==> src/rtl/fetch_pkg.sv <==
// fetch_pkg: shared types and constants for the instruction-fetch sequencer.
// Optional feature macro used by the slice: FETCH_PERF_CNT_EN.
package fetch_pkg;

  // Fetch FSM encoding, also exported on the fsm_state port.
  typedef enum logic [1:0] {
    IDLE  = 2'd0,
    RUN   = 2'd1,
    FLUSH = 2'd2,
    HALT  = 2'd3
  } fetch_state_t;

  // Default ROM address width and post-redirect bubble count (legal 1..7).
  localparam int PC_W_DEF      = 10;
  localparam int FLUSH_CYC_DEF = 2;

  // Flush down-counter width; wide enough for the largest bubble count of 7.
  localparam int FLUSH_CNT_W   = 3;

  // Width of each performance counter.
  localparam int PERF_CNT_W    = 16;

endpackage : fetch_pkg

==> src/rtl/fetch_perf_cnt.sv <==
// fetch_perf_cnt: one saturating performance counter. Used only when the
// FETCH_PERF_CNT_EN macro is defined.
module fetch_perf_cnt
  import fetch_pkg::*;
(
  input  logic                  clk,
  input  logic                  rst,
  input  logic                  inc,
  output logic [PERF_CNT_W-1:0] count
);

  localparam logic [PERF_CNT_W-1:0] CNT_MAX = {PERF_CNT_W{1'b1}};
  localparam logic [PERF_CNT_W-1:0] CNT_ONE = PERF_CNT_W'(1);
  localparam logic [PERF_CNT_W-1:0] CNT_ZERO = PERF_CNT_W'(0);

  logic [PERF_CNT_W-1:0] count_d;
  logic [PERF_CNT_W-1:0] count_q;

  // Next count: increment on request but stick at all-ones.
  always_comb begin
    count_d = count_q;
    if (inc && (count_q != CNT_MAX)) begin
      count_d = count_q + CNT_ONE;
    end else begin
      count_d = count_q;
    end
  end

  // Counter register with synchronous reset.
  always_ff @(posedge clk) begin
    if (rst) begin
      count_q <= CNT_ZERO;
    end else begin
      count_q <= count_d;
    end
  end

  assign count = count_q;

endmodule : fetch_perf_cnt

==> src/rtl/fetch_sequencer.sv <==
// fetch_sequencer: owns the instruction-fetch PC, chooses next PC from
// increment / in-bundle jump / execute redirect, and sequences start, halt,
// decode stall and post-redirect flush bubbles.
// Optional feature: define FETCH_PERF_CNT_EN to add fetch_cnt / bubble_cnt.
module fetch_sequencer
  import fetch_pkg::*;
#(
  parameter int PC_W      = PC_W_DEF,
  parameter int FLUSH_CYC = FLUSH_CYC_DEF
)
(
  input  logic                  clk,
  input  logic                  rst,
  input  logic                  start,
  input  logic                  stall,
  input  logic                  redir_valid,
  input  logic [PC_W-1:0]       redir_pc,
  input  logic                  jump_hit,
  input  logic [PC_W-1:0]       jump_pc,
  input  logic                  halt_hit,
  output logic [PC_W-1:0]       pc,
  output logic                  bundle_valid,
  output logic [1:0]            fsm_state
`ifdef FETCH_PERF_CNT_EN
  ,
  output logic [PERF_CNT_W-1:0] fetch_cnt,
  output logic [PERF_CNT_W-1:0] bubble_cnt
`endif
);

  localparam logic [PC_W-1:0]        PC_ONE     = PC_W'(1);
  localparam logic [PC_W-1:0]        PC_ZERO    = PC_W'(0);
  localparam logic [FLUSH_CNT_W-1:0] FLUSH_LOAD = FLUSH_CNT_W'(FLUSH_CYC);
  localparam logic [FLUSH_CNT_W-1:0] CNT_ONE    = FLUSH_CNT_W'(1);
  localparam logic [FLUSH_CNT_W-1:0] CNT_ZERO   = FLUSH_CNT_W'(0);

  fetch_state_t           state_d, state_q;
  logic [PC_W-1:0]        pc_d, pc_q;
  logic [FLUSH_CNT_W-1:0] flush_cnt_d, flush_cnt_q;
  logic                   bundle_valid_d, bundle_valid_q;

  // Next-state / next-PC selection. Hits are only honoured in RUN, where the
  // fetched bundle is live; redirect always has top priority.
  always_comb begin
    state_d     = state_q;
    pc_d        = pc_q;
    flush_cnt_d = flush_cnt_q;
    case (state_q)
      IDLE: begin
        if (start) begin
          state_d = RUN;
        end else begin
          state_d = IDLE;
        end
      end
      RUN: begin
        if (redir_valid) begin
          pc_d        = redir_pc;
          flush_cnt_d = FLUSH_LOAD;
          state_d     = FLUSH;
        end else if (stall) begin
          pc_d    = pc_q;
          state_d = RUN;
        end else if (halt_hit) begin
          pc_d    = pc_q;
          state_d = HALT;
        end else if (jump_hit) begin
          pc_d = jump_pc;
        end else begin
          pc_d = pc_q + PC_ONE;
        end
      end
      FLUSH: begin
        if (redir_valid) begin
          pc_d        = redir_pc;
          flush_cnt_d = FLUSH_LOAD;
          state_d     = FLUSH;
        end else if (flush_cnt_q == CNT_ONE) begin
          flush_cnt_d = CNT_ZERO;
          state_d     = RUN;
        end else begin
          flush_cnt_d = flush_cnt_q - CNT_ONE;
          state_d     = FLUSH;
        end
      end
      HALT: begin
        if (redir_valid) begin
          pc_d        = redir_pc;
          flush_cnt_d = FLUSH_LOAD;
          state_d     = FLUSH;
        end else if (start) begin
          pc_d    = pc_q + PC_ONE;
          state_d = RUN;
        end else begin
          state_d = HALT;
        end
      end
      default: begin
        state_d     = IDLE;
        pc_d        = PC_ZERO;
        flush_cnt_d = CNT_ZERO;
      end
    endcase
    bundle_valid_d = (state_d == RUN);
  end

  // Sequencer state, PC, flush counter and registered bundle_valid.
  always_ff @(posedge clk) begin
    if (rst) begin
      state_q        <= IDLE;
      pc_q           <= PC_ZERO;
      flush_cnt_q    <= CNT_ZERO;
      bundle_valid_q <= 1'b0;
    end else begin
      state_q        <= state_d;
      pc_q           <= pc_d;
      flush_cnt_q    <= flush_cnt_d;
      bundle_valid_q <= bundle_valid_d;
    end
  end

  assign pc           = pc_q;
  assign bundle_valid = bundle_valid_q;
  assign fsm_state    = state_q;

`ifdef FETCH_PERF_CNT_EN
  logic fetch_inc_s;
  logic bubble_inc_s;

  // A RUN cycle without stall delivers a bundle; FLUSH or stalled RUN is a bubble.
  always_comb begin
    fetch_inc_s  = 1'b0;
    bubble_inc_s = 1'b0;
    if (state_q == RUN) begin
      fetch_inc_s  = ~stall;
      bubble_inc_s = stall;
    end else if (state_q == FLUSH) begin
      bubble_inc_s = 1'b1;
    end else begin
      fetch_inc_s  = 1'b0;
      bubble_inc_s = 1'b0;
    end
  end

  fetch_perf_cnt u_fetch_cnt (
    .clk   (clk),
    .rst   (rst),
    .inc   (fetch_inc_s),
    .count (fetch_cnt)
  );

  fetch_perf_cnt u_bubble_cnt (
    .clk   (clk),
    .rst   (rst),
    .inc   (bubble_inc_s),
    .count (bubble_cnt)
  );
`endif

endmodule : fetch_sequencer

==> config.mk <==
export PLATFORM = sky130hd
export DESIGN_NAME = fetch_sequencer
export DESIGN_NICKNAME = d
export VERILOG_FILES = /design/src/rtl/fetch_pkg.sv /design/src/rtl/fetch_perf_cnt.sv /design/src/rtl/fetch_sequencer.sv
export SDC_FILE = /design/constraint.sdc
export NUM_CORES = 1
export LEC_CHECK = 0
export CAP_MARGIN = 10
export CORE_MARGIN = 2
export CORE_UTILIZATION = 44
export DETAILED_ROUTE_END_ITERATION = 7
export HOLD_SLACK_MARGIN = 0.12
export PLACE_DENSITY_LB_ADDON = 0.12
export SYNTH_ARGS = -nofsm -noshare
export SYNTH_HDL_FRONTEND = slang
export SYNTH_HIERARCHICAL = 1
export SYNTH_SLANG_ARGS = --single-unit
==> constraint.sdc <==
create_clock -name clk -period 1.95 [get_ports clk]
set_clock_uncertainty 0.15 [all_clocks]
set_input_delay 0.2925 -clock clk [delete_from_list [all_inputs] [get_ports clk]]
set_output_delay 0.2925 -clock clk [all_outputs]
set_load 0.005 [all_outputs]
# After elaboration in Yosys (flattened, before gate mapping)
# Cells that the tools add are included.
# Widths: inputs -> output; s select.
# word_totals
out_inout_bits	13
elab_cells	43
reg_bits	16
# op_classes
n_reduce_logical	6
mux	21
add_sub_neg	2
eq_ne	10
# ops
operator	n
$mux 10	7
$pmux 10 s3	1
$mux 2	7
$add 10x1->10 const B	1
$mux 3	3
$ne 3x3->1 const B	3
$pmux 2 s4	1
$pmux 3 s2	1
$reduce_and 5->1	1
$eq 2x1->1 const B	2
$eq 2x2->1 const B	2
$eq 3x1->1 const B	1
$reduce_bool 3->1	1
$sub 3x1->3 const B	1
$logic_not 2->1	1
$ne 2x1->1 const B	1
$ne 2x2->1 const B	1
$reduce_and 2->1	1
$reduce_bool 2->1	1
$reduce_or 2->1	1
$mux 1	1

# Longest topological paths before layout
# depth
ltp_word	6
depth_mapped	7

# Worst setup path before layout
# OpenSTA, ideal clock, no wires.
# synth_path
path_type	reg2reg
from	reg state_q[1] (netlist: fsm_state[1])
to	reg pc_q[7] (netlist: pc[7])
n_path_buf	1
setup_ns	0.132
slack_ns	0.339
arrival_time_ns	1.328
path_stages_with_launch	7
cell_sequence	dfxtp_1 -> or4b_1 -> o211ai_2 -> buf_6 -> o21ai_0 -> nand2_1 -> a21oi_1
# synth_between
elab_chain_len	3
elab_cells_between_ends	10
cone_classes	eq/ne: 7; mux: 1; reduce/logical: 2
# synth_rtl
item	line_no	source
start, declared	fetch_sequencer.sv:37	fetch_state_t state_d, state_q;
start signal, assigned	fetch_sequencer.sv:115	state_q <= state_d;
$eq 2x1->1 / $eq 2x2->1 (equally long branches)	fetch_sequencer.sv:48	case (state_q)
$ne 3x3->1 (no line), or another cell as far along	-	
$reduce_and 5->1 (no line)	-	
end signal, assigned	fetch_sequencer.sv:116	pc_q <= pc_d;
end, declared	fetch_sequencer.sv:38	logic [PC_W-1:0] pc_d, pc_q;
# Parallel ways exist; a longest one is shown, timed or not.
# A chain may end at the register's enable or synchronous reset.

# Worst setup path after layout
# layout_path
from	reg state_q[0] (netlist: fsm_state[0])
to	out fsm_state[0]
# layout_lines
item	line_no	source
end, declared	fetch_sequencer.sv:23	output logic [1:0] fsm_state
# No word-level cell between the ends.

==> flow_summary_export.csv <==
group,metric,value,unit
global_route,grt_pass1_wl,5.168,mm
placed_design,dp_cells,220,
critical_path,cp_top_family,"buffers and inverters",
routing,drtPass1Iterations,4,
global_route,overflow,0,
critical_path,cp.buffers_inverters,2,
routing,wl_per_cell,14.09,um
timing,timing.slew.headroom,0.6157,
pwr,total_leakage_power,0.0006270,uW
critical_path,path_max_fanout,9,
synth,synth_ff_type,"dfxtp_1",
routing,antenna_left,0,
synth,synth_seq_cells,16,
final_layout,drive_gt1_frac,0.1224,
critical_path,path_class,"reg -> out",
synth,synth_edf_count,0,
routing,vias,1286,
timing,finalSetupViolations,0,
synth,synth.top_cells.by_area,"dfxtp_1 (30%), nor2_1 (5.6%), o21ai_0 (5.1%)",
final_layout,nNetsFinal,227,
timing,max_clock_freq,0.5527,GHz
timing,rsz0062_at_grt,"false",
final_layout,final_cell_mix,"clkdlybuf4s50_1 (39), nor2_1 (16), buf_4 (16)",
pwr,switching_share,0.3022,
floorplanning,die_w,53.40,um
status,status,"finished, final reports clean",
clock_tree,insertion_delay,0.29,ns
synth,yosysTopAreaCell,"dfxtp_1",
worst_hold_path,hold_path_class,"reg -> reg",
floorplanning,num_rows,17,
placed_design,numPortBuffers,39,
timing,worst_pin_slew,0.5726,ns
global_route,grt_pass1_vias,1186,
global_route,grt_antenna_before_repair,0,
synth,synth_warnings,6,
clock_tree,cts_buffers,3,
timing,period_share,0.9279,
pwr,power.switching,280.2,uW
critical_path,endpoint_kind,"output pin",
critical_path,cp_slowest_cell,"clkdlybuf4s50_1",
synth,synth_top_area_share,0.2984,
global_route,grt_util_all_layers,0.2434,
timing,tns,0,ns
routing,drc,0,
critical_path,start_kind,"flip-flop",
clock_tree,clock-sinks,16,
pwr,p_clk_frac,0.245,
critical_path,crit_required,1.51,ns
final_layout,instances_no_fill,224,
critical_path,cp-startpoint,"fsm_state[0]",
pwr,comb_power_share,0.339,
synth,syn_area_per_cell,7.507,um2
final_layout,final_area,0.001639,mm2
clock_tree,h-tree-depth,1,
critical_path,cp_data_arrival_time,1.37,ns
synth,syn_area,0.001074,mm2
clock_tree,cts_buffer_depth,2,
routing,drt-total-wl,3.157,mm
placed_design,placed_area,0.001588,mm2
final_layout,layout_commonest_cell,"clkdlybuf4s50_1",
synth,ys_types,39,
floorplanning,initial_core_util,0.4761,
pwr,internal_power,647.1,uW
timing,maxSlewViolCount,0,
pwr,powerDensity,565.8,mW/mm2
flow_run,maxCapViolations,0,
critical_path,path_cells,"buf_4, clkdlybuf4s50_1",
synth,ys_async_sr_fraction,0,
final_layout,fill_cells,191,
routing,drt_iter0_markers,37,
routing,vias_per_cell,5.741,
pwr,power,927.3,uW
floorplanning,dieArea,0.002851,mm2
placed_design,place_congestion,0.8646,
synth,synth_nets,173,
critical_path,slowest_delay,0.50,ns
final_layout,n_antenna_cell,0,
placed_design,hpwl,2.457,mm
global_route,grt_max_degree,19,
final_layout,area_growth,52.68,%
worst_hold_path,hp-start,"flush_cnt_q[1]",
floorplanning,fp.coreArea,0.002255,mm2
clock_tree,cts_tree,"yes",
floorplanning,num_io_pins,40,
clock_tree,cts_root_buf,"clkbuf_4",
pwr,peakVddDrop,486.5,uV
timing,hold_viol,0,
timing,period_needed,1.809,ns
critical_path,r2r-start,"fsm_state[1]",
pwr,seq_power_share,0.416,
floorplanning,chipHeight,53.40,um
clock_tree,post_cts.repair.setup_buffers,0,
clock_tree,clkTransAtPathRegs,0.10,ns
synth,seq_area_frac_synth,0.2984,
synth,syn_inst,143,
-- through the flow --
stage	worst slack [ns]	utilization	hold slack, ns
floorplan	0.3392	-	0.2955
global placement	-0.1012	0.7042	0.3405
detailed placement	-0.1431	0.7042	0.3616
CTS	0.04399	0.7203	0.3759
global route	0.01093	0.7270	0.4056
finish	0.1406	0.7270	0.3674
-- state kept, by name (all words and copies together) (netlist names) --
signal / cells
fsm_state: 2
bundle_valid: 1
flush_cnt_q: 3
pc: 10
-- cells by family after synthesis --
family,count (synthesis),share of synthesized area
simple gates,61,0.2867
buf+inv,11,0.04660
xor+xnor,4,0.03264
compound gates,47,0.2914
flops,16,0.2984
fa+ha+maj,3,0.03497
mux,1,0.009324
-- tightest hold or removal path, cell delays in order (launching register included) --
cell and delay [ns]:
dfxtp_1 0.33, nor2_1 0.10, a211oi_1 0.05
-- power groups by stage --
| stage | Combinational, uW | Clock (uW) | Sequential [uW] |
|---|---|---|---|
| 5_1_grt | 347 | 248 | 390 |
| 3_5_place_dp | 309 | 0 | 392 |
| 4_1_cts | 311 | 232 | 384 |
| 3_3_place_gp | 301 | 0 | 390 |
| 6_report | 315 | 227 | 386 |
| 2_1_floorplan | 146 | 0 | 390 |
-- what timing repair did --
item                       4_1_cts  5_1_grt
hold buffers                     0        0
setup endpoints to repair        0        3
resized for setup                0        3
-- final timing paths --
| check | cells after the start | to | slack, ns |
|---|---|---|---|
| setup / recovery | 2 | fsm_state[0] | 0.14 |
| hold reg to reg | 2 | flush_cnt_q[1] | 0.37 |
| hold / removal | 2 | flush_cnt_q[1] | 0.37 |
| setup reg to reg | 6 | pc[8] | 0.16 |
-- area by class of cell --
cell class / count / area, um2 / share of cell area
clock buffers: 4 / 36.28 / 0.02214
inverters: 5 / 18.77 / 0.01145
multi-input cells: 116 / 716.9 / 0.4374
flip-flops and latches: 16 / 321.6 / 0.1962
well taps: 28 / 35.03 / 0.02137
repair buffers: 55 / 510.5 / 0.3115
-- Yosys cell counts, drive strengths merged, types with 3 or more instances --
library cell	instances
nand2b	4
dfxtp	16
o21ai	13
a211oi	5
nor2b	6
nand2	12
nor3	6
a21oi	10
nor2	16
nand3b	3
clkbuf	3
a221oi	3
ha	3
inv	4
nand3	6
buf	3
a22oi	4
a22o	3
-- per-layer routing --
layer	up-vias	global-route usage	share of wire
li1	636	-	-
met1	590	0.3197	0.45
met2	56	0.4239	0.49
met3	4	0.02542	0.057
met4	0	0.05128	0.0067
met5	-	0	0
No activity file was read; power rests on OpenSTA's default activity.
